**config.mk**
```make
export PLATFORM = sky130hd
export DESIGN_NAME = cvt_req_packer
export DESIGN_NICKNAME = d
export VERILOG_FILES = /design/src/rtl/cvt_req_packer.sv
export SDC_FILE = /design/constraint.sdc
export NUM_CORES = 1
export LEC_CHECK = 0
export ABC_AREA = 1
export CAP_MARGIN = 5
export CORE_MARGIN = 4
export CORE_UTILIZATION = 39
export DETAILED_ROUTE_END_ITERATION = 12
export DONT_BUFFER_PORTS = 1
export SYNTH_ARGS = -nofsm -noshare
export SYNTH_HDL_FRONTEND = slang
export SYNTH_SLANG_ARGS = --single-unit
```
**constraint.sdc**
```tcl
create_clock -name clk -period 2 [get_ports clk]
set_input_delay 0.4 -clock clk [delete_from_list [all_inputs] [get_ports clk]]
set_output_delay 0.4 -clock clk [all_outputs]
set_load 0.005 [all_outputs]
```
**src/rtl/cvt_req_packer.sv**
```systemverilog
// rtl/cvt_req_packer.sv - conversion request packer: header + payload words into a 48-bit FIFO
//
// Purpose:
//   Accepts one float/fixed conversion request per valid/ready handshake and
//   writes it into the conversion engine's input FIFO as one header word
//   followed by NW payload words (NW = 1 for 32-bit, 2 for 64/80-bit operands).
//   Writes are issued only while the FIFO is not full.
//
// Optional feature macro: CVT_PACK_CHECKSUM_EN
//   When defined, a trailer word holding the XOR of all payload words follows
//   the payload, and done follows the trailer write.
//
// Ports:
//   clk        clock
//   rstn       synchronous reset, active HIGH (1 = reset)
//   req_valid  request present
//   req_ready  packer can accept a request (IDLE and not in reset)
//   req_app    direction: 0 float->fixed, 1 fixed->float, 2/3 illegal
//   req_size   operand size: 1 = 32b, 2 = 64b, 3 = 80b, others illegal
//   req_data   operand, LSB-aligned
//   full       downstream FIFO full
//   dataout    FIFO write data (0 while idle)
//   wren       FIFO write strobe
//   busy       request in flight
//   done       one-cycle pulse after the final word of a request is written
//   err        one-cycle pulse after an illegal request is accepted

module cvt_req_packer #(
  parameter int DATAOUT = 48,
  parameter int SEQ_W   = 8
) (
  input  logic               clk,
  input  logic               rstn,
  input  logic               req_valid,
  output logic               req_ready,
  input  logic [1:0]         req_app,
  input  logic [2:0]         req_size,
  input  logic [79:0]        req_data,
  input  logic               full,
  output logic [DATAOUT-1:0] dataout,
  output logic               wren,
  output logic               busy,
  output logic               done,
  output logic               err
);

`ifdef CVT_PACK_CHECKSUM_EN
  typedef enum logic [1:0] {
    ST_IDLE = 2'd0,
    ST_HDR  = 2'd1,
    ST_PAY  = 2'd2,
    ST_CSUM = 2'd3
  } state_t;
`else
  typedef enum logic [1:0] {
    ST_IDLE = 2'd0,
    ST_HDR  = 2'd1,
    ST_PAY  = 2'd2
  } state_t;
`endif

  state_t             state_q, state_d;
  logic [1:0]         app_q, app_d;
  logic [2:0]         size_q, size_d;
  logic [2:0]         nw_q, nw_d;
  logic [95:0]        buf_q, buf_d;
  logic               k_q, k_d;
  logic [SEQ_W-1:0]   seq_q, seq_d;
  logic [7:0]         tag_q, tag_d;
  logic               done_q, done_d;
  logic               err_q, err_d;
`ifdef CVT_PACK_CHECKSUM_EN
  logic [47:0]        csum_q, csum_d;
`endif

  logic               ready_c;
  logic               accept_c;
  logic               legal_c;
  logic               wr_c;
  logic               last_word_c;
  logic [47:0]        word_c;
  logic [47:0]        pay_word_c;
  logic [95:0]        buf_load_c;
  logic [2:0]         nw_load_c;

  // Request decode; only meaningful while accepting.
  always_comb begin
    legal_c = ~req_app[1] &&
              ((req_size == 3'd1) || (req_size == 3'd2) || (req_size == 3'd3));
    nw_load_c = (req_size == 3'd1) ? 3'd1 : 3'd2;
    case (req_size)
      3'd1:    buf_load_c = {req_data[31:0], 64'b0};
      3'd2:    buf_load_c = {req_data[63:0], 32'b0};
      default: buf_load_c = {req_data[79:0], 16'b0};
    endcase
  end

  // NW is at most 2, so the current payload word is the last one either when
  // NW is 1 or when the index has already reached 1.
  assign last_word_c = (nw_q == 3'd1) || k_q;
  assign pay_word_c  = k_q ? buf_q[47:0] : buf_q[95:48];

  // Handshake is masked during reset so nothing is latched while rstn is high.
  assign ready_c  = (state_q == ST_IDLE) && !rstn;
  assign accept_c = req_valid && ready_c;

  always_comb begin
    state_d = state_q;
    app_d   = app_q;
    size_d  = size_q;
    nw_d    = nw_q;
    buf_d   = buf_q;
    k_d     = k_q;
    seq_d   = seq_q;
    tag_d   = tag_q;
    done_d  = 1'b0;
    err_d   = 1'b0;
    wr_c    = 1'b0;
    word_c  = 48'b0;
`ifdef CVT_PACK_CHECKSUM_EN
    csum_d  = csum_q;
`endif

    case (state_q)
      ST_IDLE: begin
        if (accept_c) begin
          if (legal_c) begin
            app_d   = req_app;
            size_d  = req_size;
            nw_d    = nw_load_c;
            buf_d   = buf_load_c;
            k_d     = 1'b0;
            // Header carries the tag value before this request's increment.
            tag_d   = 8'(seq_q);
            seq_d   = seq_q + 1'b1;
            state_d = ST_HDR;
`ifdef CVT_PACK_CHECKSUM_EN
            csum_d  = 48'b0;
`endif
          end else begin
            err_d = 1'b1;
          end
        end
      end

      ST_HDR: begin
        word_c = {app_q, size_q, nw_q, tag_q, 32'b0};
        wr_c   = !full;
        if (wr_c) begin
          k_d     = 1'b0;
          state_d = ST_PAY;
        end
      end

      ST_PAY: begin
        word_c = pay_word_c;
        wr_c   = !full;
        if (wr_c) begin
`ifdef CVT_PACK_CHECKSUM_EN
          csum_d = csum_q ^ pay_word_c;
`endif
          if (last_word_c) begin
            k_d = 1'b0;
`ifdef CVT_PACK_CHECKSUM_EN
            state_d = ST_CSUM;
`else
            state_d = ST_IDLE;
            done_d  = 1'b1;
`endif
          end else begin
            k_d = 1'b1;
          end
        end
      end

`ifdef CVT_PACK_CHECKSUM_EN
      ST_CSUM: begin
        word_c = csum_q;
        wr_c   = !full;
        if (wr_c) begin
          state_d = ST_IDLE;
          done_d  = 1'b1;
        end
      end
`endif

      default: begin
        state_d = ST_IDLE;
      end
    endcase
  end

  always_ff @(posedge clk) begin
    if (rstn) begin
      state_q <= ST_IDLE;
      app_q   <= 2'b0;
      size_q  <= 3'b0;
      nw_q    <= 3'b0;
      buf_q   <= 96'b0;
      k_q     <= 1'b0;
      seq_q   <= '0;
      tag_q   <= 8'b0;
      done_q  <= 1'b0;
      err_q   <= 1'b0;
`ifdef CVT_PACK_CHECKSUM_EN
      csum_q  <= 48'b0;
`endif
    end else begin
      state_q <= state_d;
      app_q   <= app_d;
      size_q  <= size_d;
      nw_q    <= nw_d;
      buf_q   <= buf_d;
      k_q     <= k_d;
      seq_q   <= seq_d;
      tag_q   <= tag_d;
      done_q  <= done_d;
      err_q   <= err_d;
`ifdef CVT_PACK_CHECKSUM_EN
      csum_q  <= csum_d;
`endif
    end
  end

  // All FIFO-facing outputs are forced quiet while reset is asserted so an
  // aborted request cannot leak a word in the reset cycle itself.
  assign req_ready = ready_c;
  assign wren      = wr_c && !rstn;
  assign dataout   = rstn ? '0 : word_c;
  assign busy      = (state_q != ST_IDLE) && !rstn;
  assign done      = done_q;
  assign err       = err_q;

endmodule
```
==> summary.md <==
| Metric | Value |
|---|---|
| Status | `complete, but fails checks` |
| Failing checks | `setup timing` |
| Gr busiest metal | `met1` |
| Post-route cell area | `0.00667 mm²` |
| Initial antenna violation count | `0` |
| Die X | `between 100 and 150 µm` |
| FILL cells | `~1500` |
| Mapped Cells | `roughly 900` |
| Bufs and invs on worst path | `2` |
| Iteration-0 DRC Markers | `556` |
| Placer congestion estimate | `0.838` |
| Slew HR | `0.684` |
| Register share of total power | `0.444` |
| RSZ-0062 raised after global routing | `yes` |
| Io pins | `142` |
| Clock Path Buffers | `2` |
| Detailed Routing Iterations Pass 1 | `7` |
| PortBufs | `0` |
| Worst skew pair latency | `0.36 ns` |
| DR DRC count | `0` |
| Place WS | `roughly 0.2 ns` |
| Core box area | `0.0141 mm²` |
| Maximum clock rate | `about 500 MHz` |
| Final hold vios | `0` |
| Max Transition Viols Final | `0` |
| Clock power frac | `0.316` |
| Register area share after synthesis | `0.378` |
| Core Rows | `43` |
| Vias/cell | `5.28` |
| Sw Ratio | `0.324` |
| Most common cell after layout, fill and taps aside | `nand2_1` |
| Clock transition at path regs | `0.07 ns` |
| Combinational share of power | `0.240` |
| Yosys warnings | `0` |
| Internal power | `3.52 mW` |
| Total GRT Usage | `0.218` |
| Setup Viol. Count Final | `21` |
| CTS tree | `built` |
| Layout area overhead | `16.7%` |
| Syn avg cell area | `around 6.3 µm²` |
| Hold Crit Class | `input port to register` |
| Delay-heaviest family, CP | `simple AND/OR/NAND/NOR gates` |
| ANT nets after route | `0` |
| Peak supply drop | `0.555 mV` |
| H-tree levels | `3` |
| Setup CP Type | `register to output port` |
| Crit path required time | `roughly 1.6 ns` |
| Vias | `between 5000 and 6000` |
| PD cells | `781 mW/mm²` |
| CTS buffer count | `9` |
| Hold buffers post-CTS | `0` |
| Critical-path cell list | `inv_2 -> ha_4 -> nand2_4 -> nor2_4 -> nand2_4 -> buf_12 -> nor2_4` |
| Yosys reg bits | `108` |
| Synthesized Nets | `around 1000` |
| P_sw | `1.69 mW` |
| Minimum clock period | `2.02 ns` |
| Share of cells above drive strength 1 | `0.130` |
| Die height | `129 µm` |
| Post-synthesis cell area | `0.00571 mm²` |
| Post-placement cell area | `just under 0.006 mm²` |
| Met2 GRT Util | `0.299` |
| First-pass GRT wire length | `28600 µm` |
| Clock sink total | `108` |
| Crit path launch type | `register` |
| Static Leak | `~2.5 nW` |
| DPL Wire Length | `12600 µm` |
| Netlist cell types | `22` |
| Most frequent cells in the layout | `nand2_1, a21oi_1, dfxtp_1` |
| Root Buffer | `clkbuf_16` |
| Initial core utilization | `0.405` |
| Final nets | `985` |
| Number of global-route vias before repair | `about 5100` |
| CP peak stage delay | `approximately 0.36 ns` |
| Avg WL per Cell | `17.2 µm` |
| Crit share post-route | `1.01` |
| Final WS setup | `-0.0242 ns` |
| Critical path data arrival time | `between 1.5 and 2 ns` |
| Critical Path Sink Type | `output port` |
| Diode count | `0` |
| CP max stage cell | `dfxtp_2` |
| Setup TNS | `-0.309 ns` |
| Met3 usage | `0.0767` |
| Clock Skew | `between 0.005 and 0.006 ns` |
| Hold Slack | `between 0.1 and 0.15 ns` |
| Remaining Overflow, GRT | `0` |
| Die area | `0.0166 mm²` |
| Pin slew with the least headroom to its limit | `0.473 ns` |
| Post-Route WL | `18500 µm` |
| FF/Latch Area | `0.00216 mm²` |
| Multi-input logic area | `0.00339 mm²` |
| Pin count of the biggest net entering global routing | `63` |
| Worst Path Max Fanout | `8` |
| Met1 usage in global routing | `0.329` |
| Max Cap Violations | `0` |
## stage by stage
step / instances / utilization / power (mW)
after floorplan: 911 / - / 3.06
final: 1074 / 0.473 / 5.21
after global routing: 1074 / 0.473 / 5.47
after global placement: 1053 / 0.417 / 3.38
after detailed placement: 1053 / 0.417 / 3.37
after CTS: 1073 / 0.454 / 5.16
## worst paths after layout
path	startpoint	endpoint	slack, ns	depth (start not counted)
max	state_q[1]$_SDFFE_PP0P_	dataout[3]	-0.02	7
min	rstn	seq_q[7]$_SDFFE_PP0P_	0.11	1
max reg2reg	state_q[0]$_SDFFE_PP0P_	buf_q[56]$_SDFFE_PP0P_	0.34	10
min reg2reg	app_q[1]$_SDFFE_PP0P_	app_q[1]$_SDFFE_PP0P_	0.44	2
## area by class of cell
type / instances / share of cell area
repair buffers: 31 / 0.0589
multi-input cells: 682 / 0.508
clock buffers: 10 / 0.0344
clock inverters: 5 / 0.00451
flip-flops and latches: 108 / 0.325
well taps: 180 / 0.0338
inverters: 58 / 0.0355
## flip-flops by register name, indices dropped and copies added (netlist names)
name / cells
buf_q: 80
k_q: 1
done: 1
size_q: 3
seq_q: 8
err: 1
app_q: 2
nw_q: 2
state_q: 2
tag_q: 8
## cell families after synthesis
| kind of cell | count (synthesis) | synth area share |
|---|---|---|
| AO/OA/AOI/OAI | 231 | 0.202 |
| adder cells (fa/ha/maj) | 6 | 0.0131 |
| buffers and inverters | 121 | 0.0994 |
| flip-flops | 108 | 0.378 |
| AND/OR/NAND/NOR | 445 | 0.307 |
## layer usage
| layer | share of wire | vias to the layer above |
|---|---|---|
| li1 | - | 2881 |
| met5 | 0 | - |
| met3 | 0.092 | 15 |
| met1 | 0.49 | 2569 |
| met4 | 0.011 | 0 |
| met2 | 0.41 | 207 |
## cell usage after synthesis
cell type  instances  area share
clkinv_1           2      0.0013
o21ai_0           66       0.058
nand2_2            4      0.0044
inv_2              5      0.0033
nand2_1          287        0.19
inv_1             51       0.034
buf_8              1      0.0026
clkbuf_2           1     0.00088
clkbuf_1          18       0.012
dfxtp_1          108        0.38
nand3_1           40       0.035
nor2_4             2      0.0039
buf_1              3      0.0020
buf_4              3      0.0039
nand4_1            2      0.0022
a21oi_1          150        0.13
ha_1               6       0.013
nor3_1             1     0.00088
buf_2             30       0.026
o21ai_1           15       0.013
buf_6              7       0.014
nor2_1           109       0.072
## repair_timing
| action | CTS | global route |
|---|---|---|
| resized for setup | 60 | 51 |
| setup buffers | 4 | 1 |
| setup endpoints to repair | 48 | 48 |
| cloned | 1 | 0 |
| pin swaps | 4 | 5 |
## power groups by stage
stage	Clock, mW	Combinational [mW]	Sequential [mW]
after global placement	0	1.02	2.36
after global routing	1.78	1.37	2.32
after floorplan	0	0.724	2.34
final	1.65	1.25	2.31
after CTS	1.69	1.17	2.31
after detailed placement	0	1.01	2.36
Power figures use the tool's default switching activity.
